## src/rtl/crypto_pkg.sv

```systemverilog
// Shared FSM encoding and step-index constants for the crypto round controller.
package crypto_pkg;

    typedef enum logic [1:0] {
        ST_IDLE,
        ST_LOAD,
        ST_STEP,
        ST_FINISH
    } state_t;

    localparam int         STEPS         = 4;
    localparam logic [1:0] CNT_ENC_START = 2'd0;
    localparam logic [1:0] CNT_DEC_START = 2'd3;

    // Encrypt walks the step index upward from 0, decrypt walks it down from 3.
    function automatic logic [1:0] step_start(input logic decrypt);
        return decrypt ? CNT_DEC_START : CNT_ENC_START;
    endfunction

endpackage

```

## src/rtl/crypto_round_ctrl.sv

```systemverilog
// Round/step sequencer for an external combinational crypto module: latches the
// operands, feeds the module one step per cycle and publishes the final word.
module crypto_round_ctrl #(
    parameter int ROUND_W = 4,
    parameter int STEPS   = crypto_pkg::STEPS
) (
    input  logic               CLK,
    input  logic               RESET,
    input  logic               START,
    input  logic               ABORT,
    input  logic               OP_SEL,
    input  logic [ROUND_W-1:0] ROUNDS,
    input  logic [31:0]        DATA_IN,
    input  logic [31:0]        KEY_IN,
    input  logic [31:0]        CRYPTO_RESULT,
    output logic [31:0]        CRYPTO_DATA,
    output logic [31:0]        CRYPTO_KEY,
    output logic [1:0]         CRYPTO_CNT,
    output logic               CRYPTO_SEL,
    output logic               BUSY,
    output logic               DONE,
    output logic [31:0]        RESULT
);
    import crypto_pkg::*;

    localparam logic [1:0]         CNT_ENC_LAST = 2'(STEPS - 1);
    localparam logic [1:0]         CNT_DEC_LAST = CNT_ENC_START;
    localparam logic [ROUND_W-1:0] ROUND_ONE    = ROUND_W'(1);

    state_t               state_reg, state_next;
    logic [31:0]          data_reg, data_next;
    logic [31:0]          key_reg, key_next;
    logic                 sel_reg, sel_next;
    logic [ROUND_W-1:0]   rounds_reg, rounds_next;
    logic [1:0]           step_cnt_reg, step_cnt_next;
    logic [ROUND_W-1:0]   round_cnt_reg, round_cnt_next;
    logic [31:0]          result_reg, result_next;

    logic                 step_last;
    logic                 round_last;

    assign step_last  = sel_reg ? (step_cnt_reg == CNT_DEC_LAST)
                                : (step_cnt_reg == CNT_ENC_LAST);
    assign round_last = (round_cnt_reg == (rounds_reg - ROUND_ONE));

    always_ff @(posedge CLK) begin
        if (RESET) begin
            state_reg     <= ST_IDLE;
            data_reg      <= '0;
            key_reg       <= '0;
            sel_reg       <= 1'b0;
            rounds_reg    <= '0;
            step_cnt_reg  <= '0;
            round_cnt_reg <= '0;
            result_reg    <= '0;
        end else begin
            state_reg     <= state_next;
            data_reg      <= data_next;
            key_reg       <= key_next;
            sel_reg       <= sel_next;
            rounds_reg    <= rounds_next;
            step_cnt_reg  <= step_cnt_next;
            round_cnt_reg <= round_cnt_next;
            result_reg    <= result_next;
        end
    end

    always_comb begin
        state_next     = state_reg;
        data_next      = data_reg;
        key_next       = key_reg;
        sel_next       = sel_reg;
        rounds_next    = rounds_reg;
        step_cnt_next  = step_cnt_reg;
        round_cnt_next = round_cnt_reg;
        result_next    = result_reg;

        case (state_reg)
            ST_IDLE: begin
                // ABORT alongside START cancels the request outright.
                if (START && !ABORT) begin
                    data_next   = DATA_IN;
                    key_next    = KEY_IN;
                    sel_next    = OP_SEL;
                    rounds_next = (ROUNDS == '0) ? ROUND_ONE : ROUNDS;
                    state_next  = ST_LOAD;
                end
            end
            ST_LOAD: begin
                if (ABORT) begin
                    state_next = ST_IDLE;
                end else begin
                    step_cnt_next  = step_start(sel_reg);
                    round_cnt_next = '0;
                    state_next     = ST_STEP;
                end
            end
            ST_STEP: begin
                if (ABORT) begin
                    state_next = ST_IDLE;
                end else begin
                    data_next = CRYPTO_RESULT;
                    if (step_last) begin
                        step_cnt_next  = step_start(sel_reg);
                        round_cnt_next = round_cnt_reg + ROUND_ONE;
                        if (round_last) begin
                            // Capture here so RESULT is already valid while DONE is high.
                            result_next = CRYPTO_RESULT;
                            state_next  = ST_FINISH;
                        end
                    end else if (sel_reg) begin
                        step_cnt_next = step_cnt_reg - 2'd1;
                    end else begin
                        step_cnt_next = step_cnt_reg + 2'd1;
                    end
                end
            end
            ST_FINISH: begin
                state_next = ST_IDLE;
            end
            default: begin
                state_next = ST_IDLE;
            end
        endcase
    end

    assign BUSY        = (state_reg == ST_LOAD) || (state_reg == ST_STEP);
    assign DONE        = (state_reg == ST_FINISH);
    assign CRYPTO_CNT  = (state_reg == ST_STEP) ? step_cnt_reg : 2'd0;
    assign CRYPTO_DATA = data_reg;
    assign CRYPTO_KEY  = key_reg;
    assign CRYPTO_SEL  = sel_reg;
    assign RESULT      = result_reg;

endmodule

```

## config.mk

```make
export PLATFORM = sky130hd
export DESIGN_NAME = crypto_round_ctrl
export DESIGN_NICKNAME = d
export VERILOG_FILES = /design/src/rtl/crypto_pkg.sv /design/src/rtl/crypto_round_ctrl.sv
export SDC_FILE = /design/constraint.sdc
export NUM_CORES = 1
export LEC_CHECK = 0
export ABC_CLOCK_PERIOD_IN_PS = 1850
export CAP_MARGIN = 20
export CELL_PAD_IN_SITES_DETAIL_PLACEMENT = 0
export CELL_PAD_IN_SITES_GLOBAL_PLACEMENT = 2
export CORE_UTILIZATION = 21
export CTS_CLUSTER_SIZE = 20
export DETAILED_ROUTE_END_ITERATION = 10
export PLACE_DENSITY = 0.84
export SLEW_MARGIN = 10
export SYNTH_ARGS = -nofsm -noshare
export SYNTH_HDL_FRONTEND = slang
export SYNTH_SLANG_ARGS = --single-unit
```

## constraint.sdc

```tcl
create_clock -name CLK -period 1.85 [get_ports CLK]
set_clock_uncertainty 0.15 [all_clocks]
set_input_delay 0.185 -clock CLK [delete_from_list [all_inputs] [get_ports CLK]]
set_output_delay 0.185 -clock CLK [all_outputs]
set_load 0.005 [all_outputs]
```

======== Yosys cells after proc, flatten, opt, wreduce, memory -nomap -nowiden ========
Index checks and enable logic that the tools add are counted.
cells by class
  equality and inequality tests ........... 11
  bitwise logic cells ..................... 1
  mux-type cells .......................... 22
  add/sub/neg operators ................... 4
  reductions and logical operators ........ 14
operators with widths
  kind                                                                count
  32-bit two-way mux                                                  2
  32-bit one-hot mux with 2 select lines                              1
  2-bit two-way mux                                                   11
  4-bit two-way mux                                                   4
  3-bit AND reduction                                                 3
  2-bit inequality test, second input constant                        4
  2-bit one-hot mux with 4 select lines                               1
  4-bit one-hot mux with 2 select lines                               1
  4-bit AND reduction                                                 2
  2-bit == test, second input constant                                3
  3-bit inequality test, second input constant                        2
  4-bit by 1-bit adder with 4-bit output, second input constant       1
  4-bit == test                                                       1
  2-bit logical NOT                                                   2
  4-bit logical NOT                                                   1
  2-bit one-hot mux with 2 select lines                               1
  2-bit nonzero test                                                  2
  4-bit by 1-bit subtractor with 4-bit output, second input constant  1
  2-bit by 1-bit adder with 2-bit output, second input constant       1
  2-bit by 1-bit == test with 1-bit output, second input constant     1
  2-bit AND reduction                                                 1
  2-bit by 1-bit subtractor with 2-bit output, second input constant  1
  1-bit logical AND                                                   1
  1-bit logical NOT                                                   1
  other kinds (3)                                                     3
storage, ports and cells
  register bits ........................... 109
  bits of input ports ..................... 105
  logic and storage cells ................. 60

======== Logic depth before layout (Yosys ltp) ========
  word-level depth ........................ 6
  depth in mapped cells ................... 8
  gate-level depth less buffers ........... 6

======== Worst setup path after synthesis ========
OpenSTA, ideal clock, no wires.
  path kind ............................... register to register
  start point ............................. register state_reg[0]
  end point ............................... register round_cnt_reg[2]
  arrival ................................. 1784 ps
  stages on the path, launching flop included .. 9
  period minus slack after synthesis ...... 1992 ps
  slack ................................... -142 ps
  data required time ...................... 1642 ps
  cell sequence ........................... dfxtp_1 > inv_1 > ha_1 > clkbuf_1 > buf_1 > buf_2 > nor2_1 > a21oi_1 > o21a_1
on the way
  cells in the longest elaborated chain, start to end .. 3
RTL lines
  what                                                                                 line                     RTL
  start, declared                                                                      crypto_round_ctrl.sv:30  state_t state_reg, state_next;
  start signal, assigned                                                               crypto_round_ctrl.sv:57  state_reg <= state_next;
  2-bit == test / 2-bit by 1-bit == test with 1-bit output (equally long branches)     crypto_round_ctrl.sv:78  case (state_reg)
  2-bit inequality test (no source line) / 2-bit nonzero test (equally long branches)  n/a
  4-bit AND reduction (no source line)                                                 n/a
  end signal, assigned                                                                 crypto_round_ctrl.sv:63  round_cnt_reg <= round_cnt_next;
  end, declared                                                                        crypto_round_ctrl.sv:36  logic [ROUND_W-1:0] round_cnt_reg, round_cnt_next;
Several ways; a longest one is shown, not always the timed one.
A chain may end at the register's enable or synchronous reset.

======== Worst setup path in the final report ========
  start point ............................. register step_cnt_reg[1]
  end point ............................... register result_reg[9], in the netlist RESULT[9]
on the way
  cells in the longest elaborated chain, start to end .. 3
RTL lines
  what                                                       line                                              RTL
  start, declared                                            crypto_round_ctrl.sv:35                           logic [1:0] step_cnt_reg, step_cnt_next;
  start signal, assigned                                     crypto_round_ctrl.sv:62                           step_cnt_reg <= step_cnt_next;
  2-bit == test / 2-bit logical NOT (equally long branches)  crypto_round_ctrl.sv:43, crypto_round_ctrl.sv:42
  1-bit two-way mux *                                        crypto_round_ctrl.sv:42                           assign step_last = sel_reg ? (step_cnt_reg == CNT_DEC_LAST)
  4-bit AND reduction (no source line) *                     n/a
  end signal, assigned                                       crypto_round_ctrl.sv:64                           result_reg <= result_next;
  end, declared                                              crypto_round_ctrl.sv:37                           logic [31:0] result_reg, result_next;
Mark *: on every way between the ends. The rest lies on a longest branch, timed or not.

==> results by group <==
Setup path
  – Worst path required time: roughly 2000 ps
  – Worst Path Arrival: 2030 ps
  – CP Max Fanout: 7
  – CP Class: reg2reg
  – Crit path capture type: flop
  – Crit path from: step_cnt_reg[1]
  – Crit-path slowest cell: or3b_4
  – Worst path cell trace: or3b_4 > a211oi_2 > and4_4 > clkbuf_16 > mux2i_1
  – CP max stage delay: between 300 and 400 ps
  – CP Launch Type: flop
  – FF-to-FF Start: step_cnt_reg[1]

Placement
  – Placed Area: a little over 0.007 mm2
  – Placer Congestion: around 0.74
  – IO Port Bufs: 205
  – Pre-CTS setup slack: -110.3 ps
  – HPWL Detailed: about 11 mm

Synth
  – Seq/Total Area, Yosys: between 40 and 50%
  – Mapped cell area: 0.004627 mm2
  – Post-synth EDFFs: 0
  – Synth Instances: between 500 and 600
  – Mean Syn Cell Area: 8.830 um2
  – Synthesis Warnings: 0
  – Top_reg_cell synth: dfxtp_1
  – Unique masters post-synth: 45
  – Yosys reg bits: roughly 110
  – Asr flop ratio synth: 0%
  – Synthesized net count: between 600 and 700

Detailed routing
  – DRC: 0
  – Drt pass-1 iters: 6
  – Vias per cell: around 4.3
  – Vias post-DR: 4434
  – Routed len/inst: 15.01 um
  – Total wire length: approximately 16 mm
  – Initial DRC Count: 100
  – Antenna-violating nets left: 0

Final layout
  – Antenna cells: 0
  – Area of the multi-input gates: ~0.0024 mm2
  – Final Net Count: roughly 870
  – Share of cells above drive strength 1: about 15%
  – Final Cell Area: just under 0.008 mm2
  – Syn-to-layout area delta: 71.53%
  – FF/Latch Area: 0.002196 mm2
  – Layout filler cell count: ~2200

Outcome
  – Status: complete, but fails checks
  – Violated checks: negative setup slack

Power
  – Total power draw: about 5.5 mW
  – PwrDens: ~690 mW/mm2
  – Leak: ~2.8 nW
  – Peak supply drop: between 300 and 400 uV

Clock tree
  – Clock transition at path regs: ~70 ps
  – Bufs on Longest Clock Path: 2
  – CTS tree: done
  – Sinks on Clock Net: roughly 110
  – H-tree levels: 3
  – Total CTS buffers: 9
  – Clk Latency, worst-skew pair: 340 ps
  – CTS root buf: clkbuf_16

Timing
  – Max Slew Vio Count: 0
  – Setup Viol. Count Final: 31
  – Setup slack after layout: -59.16 ps
  – Rel. slew slack: between 70% and 80%
  – Final Cycle Share: 103.2%
  – Total negative slack: -725.5 ps
  – Unrepaired setup endpoints after global routing: true
  – Peak Freq: 523.8 MHz
  – Final Hold Fails: 0
  – Slew @ Worst Pin: about 350 ps
  – Crit path time final: between 1500 and 2000 ps

GRT
  – Largest net degree at the start of global routing: 65
  – GRT busiest layer: met2
  – GR Util met3: 5.758%
  – First-pass GRT wire length: 22.90 mm
  – Vias in the first global route: about 4400
  – Gr usage total: a little over an eighth
  – Grt met2 use: a little over a fifth
  – Initial antenna violation count: 0
  – Met1 Use GR: about 15%
  – Total grt overflow: 0

Min path
  – HP Start: RESET
  – Hold WC Path Type: in2reg

Die
  – Site Rows: 53
  – Height of the die: 150.4 um
  – Die Wd: approximately 150 um
  – Initial core utilization: a little over a fifth
  – Top Ports: between 200 and 250
  – Core Region: 0.02129 mm2
  – Die area: approximately 0.023 mm2

Flow run
  – Max cap viols: 0
==> layout by cell type (no fill, tap or decap), types with 9 or more instances in the layout <==
cell type	Yosys	layout
mux2i_1	67	66
buf_12	3	9
a21oi_1	38	38
dfxtp_1	109	102
nor2_1	40	38
a211oi_2	1	15
nand2_1	138	138
buf_4	0	37
clkdlybuf4s50_1	0	200
clkbuf_16	0	13
a211oi_1	33	19
==> routing by layer <==
metal,vias up,share of wire (%)
met5,-,0
met4,0,1.1
met3,12,12
met2,189,46
met1,1990,42
li1,2243,-
==> worst paths after layout <==
check / cells past startpoint / to / slack [ps]
max: 5 / RESULT[9] / -60
min reg2reg: 2 / CRYPTO_KEY[31] / 300
max reg2reg: 5 / RESULT[9] / -60
min: 3 / CRYPTO_DATA[29] / 180
==> per-stage QoR <==
step,hold slack [ps],std cells,util (%)
detailed placement,296.9,1008,34.04
global route,181.1,1038,37.28
finish,179.8,1038,37.28
floorplan,160.6,524,-
CTS,144.7,1029,35.88
global placement,290.7,1008,34.04
==> cell type report <==
cell class,count,area share (%)
clock buffer,11,3.058
multi-input combinational,371,30.21
timing repair buffer,261,33.96
sequential,109,27.67
clock inverter,4,0.4099
tap,275,4.335
inverter,7,0.3626
==> kinds of logic after synthesis <==
group,share of synthesized area (%)
adder cells (fa/ha/maj),1.893
XOR/XNOR,1.136
AO/OA/AOI/OAI,12.44
multiplexers,14.49
buffers and inverters,4.813
AND/OR/NAND/NOR,18.06
flip-flops,47.16
==> cell usage after synthesis, types with 2 or more instances <==
| cell type | count | area share (%) |
|---|---|---|
| a211oi_1 | 33 | 5.4 |
| a21o_1 | 2 | 0.32 |
| a21oi_1 | 38 | 4.1 |
| a31oi_1 | 3 | 0.41 |
| and2_1 | 3 | 0.41 |
| buf_12 | 3 | 1.3 |
| clkbuf_1 | 31 | 2.5 |
| dfxtp_1 | 109 | 47 |
| ha_1 | 7 | 1.9 |
| inv_1 | 7 | 0.57 |
| mux2i_1 | 67 | 14 |
| nand2_1 | 138 | 11 |
| nand3_1 | 2 | 0.22 |
| nand3b_1 | 2 | 0.32 |
| nor2_1 | 40 | 3.2 |
| nor2b_1 | 2 | 0.27 |
| nor3_1 | 4 | 0.43 |
| o21a_1 | 2 | 0.32 |
| xnor2_1 | 4 | 0.76 |
| xor2_1 | 2 | 0.38 |
==> report_power, final <==
group	internal, mW	total [mW]	switching [mW]
logic	0.665	1.12	0.457
registers	2.45	2.51	0.0570
clock network	0.952	1.85	0.893
==> repair_timing <==
action | 4_1_cts | 5_1_grt
pin swaps | 2 | 6
endpoints found under the setup margin | 65 | 72
resized for setup | 18 | 37
setup buffers | 5 | 4
cloned | 1 | 5
hold buffers | 0 | 0
endpoints found under the hold margin | 0 | 0
==> worst max-delay path, delay by kind of cell, from the launching register on <==
family	cells	cell delay, ps
buffers and inverters	1	200
muxes	1	180
and+or+nand+nor	2	740
DFF	1	320
AOI/OAI and AO/OA	1	250
Note: power is estimated with default switching activity, not from simulation.
